### src/rtl/ps2_key_pkg.sv
// Scan-code constants, arrow encodings and parser states shared by the PS/2 key arbiter.
package ps2_key_pkg;

  localparam logic [7:0] SC_EXT      = 8'hE0;
  localparam logic [7:0] SC_BRK      = 8'hF0;
  localparam logic [7:0] SC_P1_UP    = 8'h1D;
  localparam logic [7:0] SC_P1_LEFT  = 8'h1C;
  localparam logic [7:0] SC_P1_DOWN  = 8'h1B;
  localparam logic [7:0] SC_P1_RIGHT = 8'h23;
  localparam logic [7:0] SC_P2_UP    = 8'h75;
  localparam logic [7:0] SC_P2_LEFT  = 8'h6B;
  localparam logic [7:0] SC_P2_DOWN  = 8'h72;
  localparam logic [7:0] SC_P2_RIGHT = 8'h74;

  localparam logic [2:0] ARROW_NONE  = 3'b000;
  localparam logic [2:0] ARROW_UP    = 3'b001;
  localparam logic [2:0] ARROW_LEFT  = 3'b010;
  localparam logic [2:0] ARROW_DOWN  = 3'b011;
  localparam logic [2:0] ARROW_RIGHT = 3'b100;

  typedef enum logic [1:0] {ST_IDLE, ST_EXT, ST_BRK, ST_EXT_BRK} parse_state_e;

  function automatic logic [2:0] p1_map(input logic [7:0] code);
    case (code)
      SC_P1_UP:    return ARROW_UP;
      SC_P1_LEFT:  return ARROW_LEFT;
      SC_P1_DOWN:  return ARROW_DOWN;
      SC_P1_RIGHT: return ARROW_RIGHT;
      default:     return ARROW_NONE;
    endcase
  endfunction

  function automatic logic [2:0] p2_map(input logic [7:0] code);
    case (code)
      SC_P2_UP:    return ARROW_UP;
      SC_P2_LEFT:  return ARROW_LEFT;
      SC_P2_DOWN:  return ARROW_DOWN;
      SC_P2_RIGHT: return ARROW_RIGHT;
      default:     return ARROW_NONE;
    endcase
  endfunction

  // Held-bit mask {right, down, left, up} for an arrow code; zero for ARROW_NONE.
  function automatic logic [3:0] arrow_mask(input logic [2:0] arrow);
    return (arrow == ARROW_NONE) ? 4'b0000 : (4'b0001 << (arrow - 3'd1));
  endfunction

endpackage

### src/rtl/key_event_fifo.sv
// Small synchronous FIFO of 3-bit arrow events with sticky overflow on dropped pushes.
module key_event_fifo #(
  parameter int DEPTH = 4
) (
  input  logic       clock,
  input  logic       reset,
  input  logic       push,
  input  logic       pop,
  input  logic [2:0] data_in,
  output logic       valid,
  output logic [2:0] head,
  output logic       full,
  output logic       overflow
);
  localparam int AW = $clog2(DEPTH);

  logic [2:0]    mem [DEPTH];
  logic [AW-1:0] rd_ptr, wr_ptr;
  logic [AW:0]   count;
  logic          do_push, do_pop;

  assign valid   = (count != '0);
  assign full    = (count == (AW+1)'(DEPTH));
  assign do_pop  = pop && valid;
  // A pop on a full queue frees the slot the simultaneous push needs.
  assign do_push = push && (!full || do_pop);
  assign head    = valid ? mem[rd_ptr] : 3'b000;

  always_ff @(posedge clock) begin
    if (reset) begin
      rd_ptr   <= '0;
      wr_ptr   <= '0;
      count    <= '0;
      overflow <= 1'b0;
    end else begin
      if (do_push) wr_ptr <= wr_ptr + 1'b1;
      if (do_pop)  rd_ptr <= rd_ptr + 1'b1;
      case ({do_push, do_pop})
        2'b10:   count <= count + 1'b1;
        2'b01:   count <= count - 1'b1;
        default: count <= count;
      endcase
      if (push && !do_push) overflow <= 1'b1;
    end
  end

  always_ff @(posedge clock) begin
    if (do_push) mem[wr_ptr] <= data_in;
  end

endmodule

### src/rtl/ps2_key_arbiter.sv
// Parses the PS/2 byte stream into per-player arrow press events and queues them for each processor.
module ps2_key_arbiter
  import ps2_key_pkg::*;
#(
  parameter int FIFO_DEPTH  = 4,
  parameter bit DROP_REPEAT = 1'b1
) (
  input  logic       clock,
  input  logic       reset,
  input  logic       ps2_key_pressed,
  input  logic [7:0] ps2_key_data,
  output logic       p1_valid,
  output logic [2:0] p1_arrow,
  input  logic       p1_ack,
  output logic       p2_valid,
  output logic [2:0] p2_arrow,
  input  logic       p2_ack,
  output logic [3:0] p1_held,
  output logic [3:0] p2_held,
  output logic       p1_overflow,
  output logic       p2_overflow
);

  parse_state_e state, state_nxt;
  logic         is_make, is_brk, is_ext, is_prefix;
  logic [2:0]   p1_code, p2_code;
  logic [3:0]   p1_mask, p2_mask;
  logic         p1_push, p2_push;
  logic         p1_full, p2_full;

  assign is_prefix = (ps2_key_data == SC_EXT) || (ps2_key_data == SC_BRK);

  always_ff @(posedge clock) begin
    if (reset) state <= ST_IDLE;
    else       state <= state_nxt;
  end

  always_comb begin
    state_nxt = state;
    if (ps2_key_pressed) begin
      case (state)
        ST_IDLE: begin
          if (ps2_key_data == SC_EXT)      state_nxt = ST_EXT;
          else if (ps2_key_data == SC_BRK) state_nxt = ST_BRK;
          else                             state_nxt = ST_IDLE;
        end
        ST_EXT:  state_nxt = (ps2_key_data == SC_BRK) ? ST_EXT_BRK : ST_IDLE;
        default: state_nxt = ST_IDLE;
      endcase
    end
  end

  // Prefix bytes arriving where a key byte is expected are dropped as unknown keys.
  always_comb begin
    is_make = 1'b0;
    is_brk  = 1'b0;
    is_ext  = 1'b0;
    if (ps2_key_pressed) begin
      case (state)
        ST_IDLE:    is_make = !is_prefix;
        ST_EXT:     begin is_make = (ps2_key_data != SC_BRK); is_ext = 1'b1; end
        ST_BRK:     is_brk  = !is_prefix;
        ST_EXT_BRK: begin is_brk = !is_prefix; is_ext = 1'b1; end
        default:    ;
      endcase
    end
  end

  assign p1_code = is_ext ? ARROW_NONE : p1_map(ps2_key_data);
  assign p2_code = p2_map(ps2_key_data);
  assign p1_mask = arrow_mask(p1_code);
  assign p2_mask = arrow_mask(p2_code);

  assign p1_push = is_make && (p1_code != ARROW_NONE) && !(DROP_REPEAT && ((p1_held & p1_mask) != 4'b0000));
  assign p2_push = is_make && (p2_code != ARROW_NONE) && !(DROP_REPEAT && ((p2_held & p2_mask) != 4'b0000));

  always_ff @(posedge clock) begin
    if (reset) begin
      p1_held <= 4'b0000;
      p2_held <= 4'b0000;
    end else if (is_make) begin
      p1_held <= p1_held | p1_mask;
      p2_held <= p2_held | p2_mask;
    end else if (is_brk) begin
      p1_held <= p1_held & ~p1_mask;
      p2_held <= p2_held & ~p2_mask;
    end
  end

  key_event_fifo #(.DEPTH(FIFO_DEPTH)) u_p1_fifo (
    .clock    (clock),
    .reset    (reset),
    .push     (p1_push),
    .pop      (p1_ack),
    .data_in  (p1_code),
    .valid    (p1_valid),
    .head     (p1_arrow),
    .full     (p1_full),
    .overflow (p1_overflow)
  );

  key_event_fifo #(.DEPTH(FIFO_DEPTH)) u_p2_fifo (
    .clock    (clock),
    .reset    (reset),
    .push     (p2_push),
    .pop      (p2_ack),
    .data_in  (p2_code),
    .valid    (p2_valid),
    .head     (p2_arrow),
    .full     (p2_full),
    .overflow (p2_overflow)
  );

endmodule

### config.mk
export PLATFORM = sky130hd
export DESIGN_NAME = ps2_key_arbiter
export DESIGN_NICKNAME = d
export VERILOG_FILES = /design/src/rtl/ps2_key_pkg.sv /design/src/rtl/key_event_fifo.sv /design/src/rtl/ps2_key_arbiter.sv
export SDC_FILE = /design/constraint.sdc
export NUM_CORES = 1
export LEC_CHECK = 0
export CAP_MARGIN = 10
export CORE_ASPECT_RATIO = 0.9
export CORE_MARGIN = 3
export CORE_UTILIZATION = 35
export CTS_CLUSTER_DIAMETER = 150
export DETAILED_ROUTE_END_ITERATION = 16
export GPL_TIMING_DRIVEN = 0
export HOLD_SLACK_MARGIN = 0.12
export RECOVER_POWER = 25
export SLEW_MARGIN = 0
export SYNTH_ARGS = -nofsm -noshare
export SYNTH_HDL_FRONTEND = slang
export SYNTH_SLANG_ARGS = --single-unit
### constraint.sdc
create_clock -name clock -period 10.6 [get_ports clock]
set_clock_uncertainty 0.15 [all_clocks]
set_input_delay 2.12 -clock clock [delete_from_list [all_inputs] [get_ports clock]]
set_output_delay 2.12 -clock clock [all_outputs]
set_load 0.02 [all_outputs]
Yosys cells after proc, flatten, opt, wreduce, memory -nomap -nowiden
Memories as Yosys holds them, arrays and structs flattened. A register that Yosys moved wholly into a read port is not among the register bits. Index checks and enable logic that the tools add are counted.

Register bits: 26. Memory bits (writable): 24. Output and inout port bits: 18. Word-level logic and storage cells: 118. Memories: 2.

$add $sub $neg: 10. Equality and inequality tests: 20. Shift operators: 2. Multiplexer cells: 31. Bitwise logic cells: 8. Reductions and logical operators: 34.

Memory list: u_p1_fifo.mem (depth 4, width 3, rd ports 1, clocked after Yosys merged registers in 1, wr ports 1, line key_event_fifo.sv:17) `logic [2:0] mem [DEPTH];`; u_p2_fifo.mem (depth 4, width 3, rd ports 1, clocked after Yosys merged registers in 1, wr ports 1, line key_event_fifo.sv:17).

Operator list (count): 8-bit by 7-bit equality test with 1-bit output (second input constant) (4); 8-bit by 5-bit equality test with 1-bit output (second input constant) (3); 4-bit two-way mux (6); 3-bit case mux with 4 select lines (2); 4-bit AND (4); 8-bit equality test (second input constant) (2); 2-bit two-way mux (7); 3-bit case mux with 2 select lines (2); 3-bit nonzero test (4); 3-bit by 1-bit subtractor with 3-bit output (second input constant) (4); 1-bit logical AND (10); 1-bit two-way mux (9); 3-bit two-way mux (3); 2-bit by 1-bit adder with 2-bit output (second input constant) (4); 2-bit equality test (second input constant) (4); 8-bit by 6-bit equality test with 1-bit output (second input constant) (1); 8-bit != test (second input constant) (1); 4-bit inverter (2); 4-bit bitwise OR (2); 4-bit nonzero test (2); 1-bit by 3-bit left shift with 4-bit output (first input constant) (2); 1-bit zero test (7); 3-bit by 1-bit adder with 3-bit output (second input constant) (2); 2-bit by 1-bit equality test with 1-bit output (second input constant) (3); 8 further kinds (15).

Logic depth before layout (Yosys ltp)
Gate-level depths: netlist of run 1.

Word-level depth: 15. Gate-level depth with buffers: 15. Mapped depth without buffers: 14.

Cells and area by module
Synthesis of run 1 repeated with hierarchy kept, for this count alone.

Cell total of the unflattened synthesis: 265. Area, all modules: 2950.3 um^2.

By module, submodules not included: key_event_fifo at u_p1_fifo (times used 1, cells an instance 81, area an instance 1026.0 um^2, seq. area each 560.5 um^2); key_event_fifo at u_p2_fifo (times used 1, cells an instance 76, area an instance 1001.0 um^2, seq. area each 560.5 um^2); ps2_key_arbiter (times used 1, cells an instance 108, area an instance 923.4 um^2, seq. area each 200.2 um^2).

Worst setup path before layout of run 1
OpenSTA, ideal clock, no wires.

Kind: input -> register. Start point: input ps2_key_data[4]. End point: register u_p2_fifo.count[2]. Data arrival time: 5.404 ns. Required time: 10.329 ns. Path slack: 4.925 ns. Stages: 13. Path through: buf_2 > or3b_1 > a211oi_4 > nor2_1 > ha_1 > nor2b_1 > nand2_1 > nor3_1 > o31a_1 > inv_1 > fa_1 > mux2i_1 > mux2_2.

Cells in the longest elaborated chain, start to end: 12. Elaborated cells on any way between the ends: 27. Those cells by class: 1 x add/sub; 9 x eq/ne; 1 x shift; 5 x mux; 1 x bitwise; 10 x reduce/logical.

RTL lines: from (decl) (line ps2_key_arbiter.sv:11) `input logic [7:0] ps2_key_data,`; 8-bit by 7-bit equality test with 1-bit output (line ps2_key_pkg.sv:34) `case (code)`; 3-bit case mux with 4 select lines (*) (line ps2_key_pkg.sv:34); named net p2_code[1] (line ps2_key_arbiter.sv:26) `logic [2:0] p1_code, p2_code;`; 3-bit by 1-bit subtractor with 3-bit output (line ps2_key_pkg.sv:45) `return (arrow == ARROW_NONE) ? 4'b0000 : (4'b0001 << (arrow - 3'd1));`; 1-bit by 3-bit left shift with 4-bit output (line ps2_key_pkg.sv:45); 4-bit two-way mux (line ps2_key_pkg.sv:45); 4-bit AND (line ps2_key_arbiter.sv:75) `assign p2_push = is_make && (p2_code != ARROW_NONE) && !(DROP_REPEAT && ((p2_held & p2_mask) != 4'b0000));`; 4-bit nonzero test (line ps2_key_arbiter.sv:75); 1-bit zero test (line ps2_key_arbiter.sv:75); 1-bit logical AND (*) (line ps2_key_arbiter.sv:75); 1-bit logical AND (*) (line key_event_fifo.sv:26) `assign do_push = push && (!full || do_pop);`; 2-bit by 1-bit equality test with 1-bit output or 2-bit equality test (tied branches) (line key_event_fifo.sv:38) `case ({do_push, do_pop})`; 3-bit case mux with 2 select lines or 2-bit nonzero test (tied branches); to (signal assigned) (line key_event_fifo.sv:39) `2'b10: count <= count + 1'b1;`; to (signal assigned) (line key_event_fifo.sv:40) `2'b01: count <= count - 1'b1;`; to (signal assigned) (line key_event_fifo.sv:41) `default: count <= count;`; to (decl) (line key_event_fifo.sv:19) `logic [AW:0] count;`.

Mark *: on every way through the listed nets, which the timed path passes. The rest lies on a longest branch. A chain may end at the register's enable or synchronous reset.

Final worst setup path of run 1
Start point: input ps2_key_data[0]. End point: register u_p2_fifo.count[2].

The elaborated chain is that of the path after synthesis.

==> impl_metrics.yaml, run 1 <==
synth:
  syn_nets: 295
  seq_area_frac_synth: 0.4625
  synth_cell_type_count: 53
  yosys.area.top_type: "edfxtp_1"
  mappedNetlistArea_um2: 2856
  synth_cells: 270
  syn_avg_cell_area_um2: 10.58
  ys_warn_count: 0
  synth-edff-count: 24
  async_reset_ff_frac: 0
  synth_flop_cell: "dfxtp_1"
  ys_seq_elements: 54
  synthTopCellsByArea: "edfxtp_1 (25%), dfxtp_1 (21%), mux4_2 (4.7%), ha_1 (4.4%), and2_1 (3.9%)"
  synth_top_cell_area_share: 0.2523
detailed_routing:
  postRouteWirelength_mm: 5.795
  drt-wirelength-per-cell_um: 14.38
  drt_first_pass_iters: 4
  via_per_inst: 5.067
  drt_iter0_drc: 94
  ant_nets: 0
  drc: 0
  vias: 2042
clock_network:
  clock_path_buffers: 2
  clk_latency_ns: 0.30
  cts_tree: "built"
  htreeDepth: 2
  ctsResizeCount: 0
  post-cts-setup-buffers: 0
  clk_pin_slew_ns: 0.10
  cts_sinks: 54
  hold_buffers: 0
  cts_made_buffers: 5
  root_buffer: "clkbuf_8"
sta:
  tightest_slew_ns: 0.7039
  hold_viol: 0
  slew_headroom: 0.5272
  drv_slew: 0
  fmax_mhz: 160.5
  tns_ns: 0
  fin_crit_sh: 0.5876
  setup_viol: 0
  fin_crit_ns: 6.229
  final.setup.worst_slack_ns: 4.371
  rsz0062_at_grt: "no"
floorplan:
  fp.dieArea_um2: 9283
  ios: 31
  core_um2: 7732
  die_h_um: 91.71
  rows: 30
  die_w_um: 101.2
  start_util: 0.3694
setup_path:
  start_kind: "input pin"
  crit_buf_inv: 3
  crit_chain: "clkdlybuf4s50_1 > clkbuf_1 > nand3b_1 > a211oi_4 > nor2_1 > ha_1 > nor2b_1 > nand2_1 > nor3_1 > o31a_1 > inv_1 > fa_1 > mux2i_1 > mux2_2"
  cp_slowest_cell: "nor3_1"
  cp_top_family: "simple AND/OR/NAND/NOR gates"
  path_max_fanout: 10
  path_class: "in -> reg"
  slowest_delay_ns: 0.53
  required_ns: 10.65
  arrival_ns: 6.28
  critPathCaptureType: "flop"
placement:
  post-place-ws_ns: 4.066
  portBuffers: 29
  post-dp-hpwl_mm: 4.399
  gp_congestion: 0.7937
min_path:
  hp-class: "reg -> reg"
power_and_ir_drop:
  p_leak_nw: 1.165
  max-vdd-ir-drop_mv: 0.05039
  power_density_nw_per_um2: 133.0
  power_mw: 0.4491
outcome:
  status: "finished, final reports clean"
global_route:
  track_usage: 0.1314
  grt_max_degree: 17
  globalRouteOverflowTotal: 0
  antenna_found_initial: 0
  grt_pass1_vias: 1958
  grt_first_pass_wirelength_mm: 9.749
finish:
  drive_above_1_share: 0.08143
  area_delta_synth_final_pct: 18.22
  nets: 331
  layout_commonest_cell: "dfxtp_1"
  regArea_um2: 1321
  fillers: 745
  n_antenna_cell: 0
  multiInputGateArea_um2: 1455
  mostFrequentLayoutCells: "dfxtp_1 (30), edfxtp_1 (24), nor2_1 (20), and2_1 (18)"
run:
  max-cap-violations: 0
[cell usage after synthesis, types with 2 or more instances]
cell type and n:
or4_1 2, clkbuf_1 6, fa_1 2, nand2_1 17, mux2i_1 5, xnor2_1 5
o21bai_1 2, nand2b_1 8, nor4_4 2, nor2_1 20, o21ai_0 7, or3b_1 2
mux2_2 2, nand3b_1 3, dfxtp_1 30, nor3_1 10, edfxtp_1 24, o21a_1 2
and3b_1 2, o31ai_1 2, and2_1 18, nand3_1 5, xor2_1 2, nor3b_1 3
nand4b_1 2, o211ai_1 2, nand4_1 4, a21oi_1 16, a2111o_1 2, nor2b_1 7
ha_1 10, inv_1 14, mux4_2 6, or3_1 6, or2_2 2
[worst min-delay path: stages, from the launching register on]
cell and delay (ns):
dfxtp_1 0.32, inv_1 0.05, a21oi_1 0.05
[power by group]
part	switching (mW)	total [mW]	internal (mW)	leakage (nW)
sequential	0.00975	0.234	0.224	0.465
clock	0.0651	0.136	0.0705	0.0514
combinational	0.0410	0.0793	0.0383	0.649
total	0.116	0.449	0.333	1.17
[routing by layer]
layer / GRT usage / wire (µm) / part of all wire / up-vias
met5: 0 / 0 / 0 / -
met2: 0.1944 / 2473 / 0.43 / 37
met4: 0.03987 / 65 / 0.011 / 0
met1: 0.1961 / 3086 / 0.53 / 944
met3: 0.02053 / 169 / 0.029 / 5
li1: - / - / - / 1056
[cell families (layout without fill, tap and decap cells)]
kind of cell | after synthesis | in the layout | share of synthesized area
AOI/OAI and AO/OA | 44 | 44 | 0.1086
xor gates and xnor gates | 7 | 7 | 0.02146
adders and majority gates | 12 | 12 | 0.05782
buffers and inverters | 21 | 58 | 0.02803
DFF | 54 | 54 | 0.4626
muxes | 13 | 13 | 0.07271
and+or+nand+nor | 119 | 119 | 0.2488
[stage by stage]
| step | hold WS, ns | utilization | cell area (µm²) | cells |
|---|---|---|---|---|
| after floorplan | 0.3281 | - | 2856 | 270 |
| after global placement | 0.2884 | 0.4225 | 3267 | 395 |
| after detailed placement | 0.2947 | 0.4225 | 3267 | 395 |
| after CTS | 0.3097 | 0.4367 | 3377 | 403 |
| after global routing | 0.3336 | 0.4367 | 3377 | 403 |
| final | 0.3001 | 0.4367 | 3377 | 403 |
[worst paths after layout]
check | start | end | slack, ns | cells after the start
worst max-delay path | ps2_key_data[0] | u_p2_fifo.count[2]$_SDFFE_PP0P_ | 4.37 | 14
worst max register to register | state[0]$_SDFFE_PP0P_ | u_p1_fifo.count[2]$_SDFFE_PP0P_ | 6.96 | 12
worst min-delay path | u_p2_fifo.overflow$_SDFFE_PP0P_ | u_p2_fifo.overflow$_SDFFE_PP0P_ | 0.30 | 2
worst min register to register | u_p2_fifo.overflow$_SDFFE_PP0P_ | u_p2_fifo.overflow$_SDFFE_PP0P_ | 0.30 | 2
[layout make-up]
class / count / area share
Multi-Input combinational cell: 195 / 0.4309
Sequential cell: 54 / 0.3913
Timing Repair Buffer: 29 / 0.08596
Tap cell: 96 / 0.03557
Clock buffer: 6 / 0.02149
Inverter: 14 / 0.01556
Clock inverter: 2 / 0.01112
Buffer: 7 / 0.008151
No activity file was read; power rests on OpenSTA's default activity.
==> inputs of run 2 (changes only) <==
Clock period 10.6 ns to 5.85 ns, I/O delays scaled along.
==> results of run 2 <==
Same layout as run 1 (identical final DEF). Status: finished, final reports clean.
Main changes from that run: setup slack after placement 4.066 ns -> 0.2656 ns; setup slack after layout 4.371 ns -> 0.5710 ns; register-to-register setup slack 6.96 ns -> 2.21 ns; total power 0.4491 mW -> 0.8138 mW; worst IR drop on VDD 0.05039 mV -> 0.09131 mV
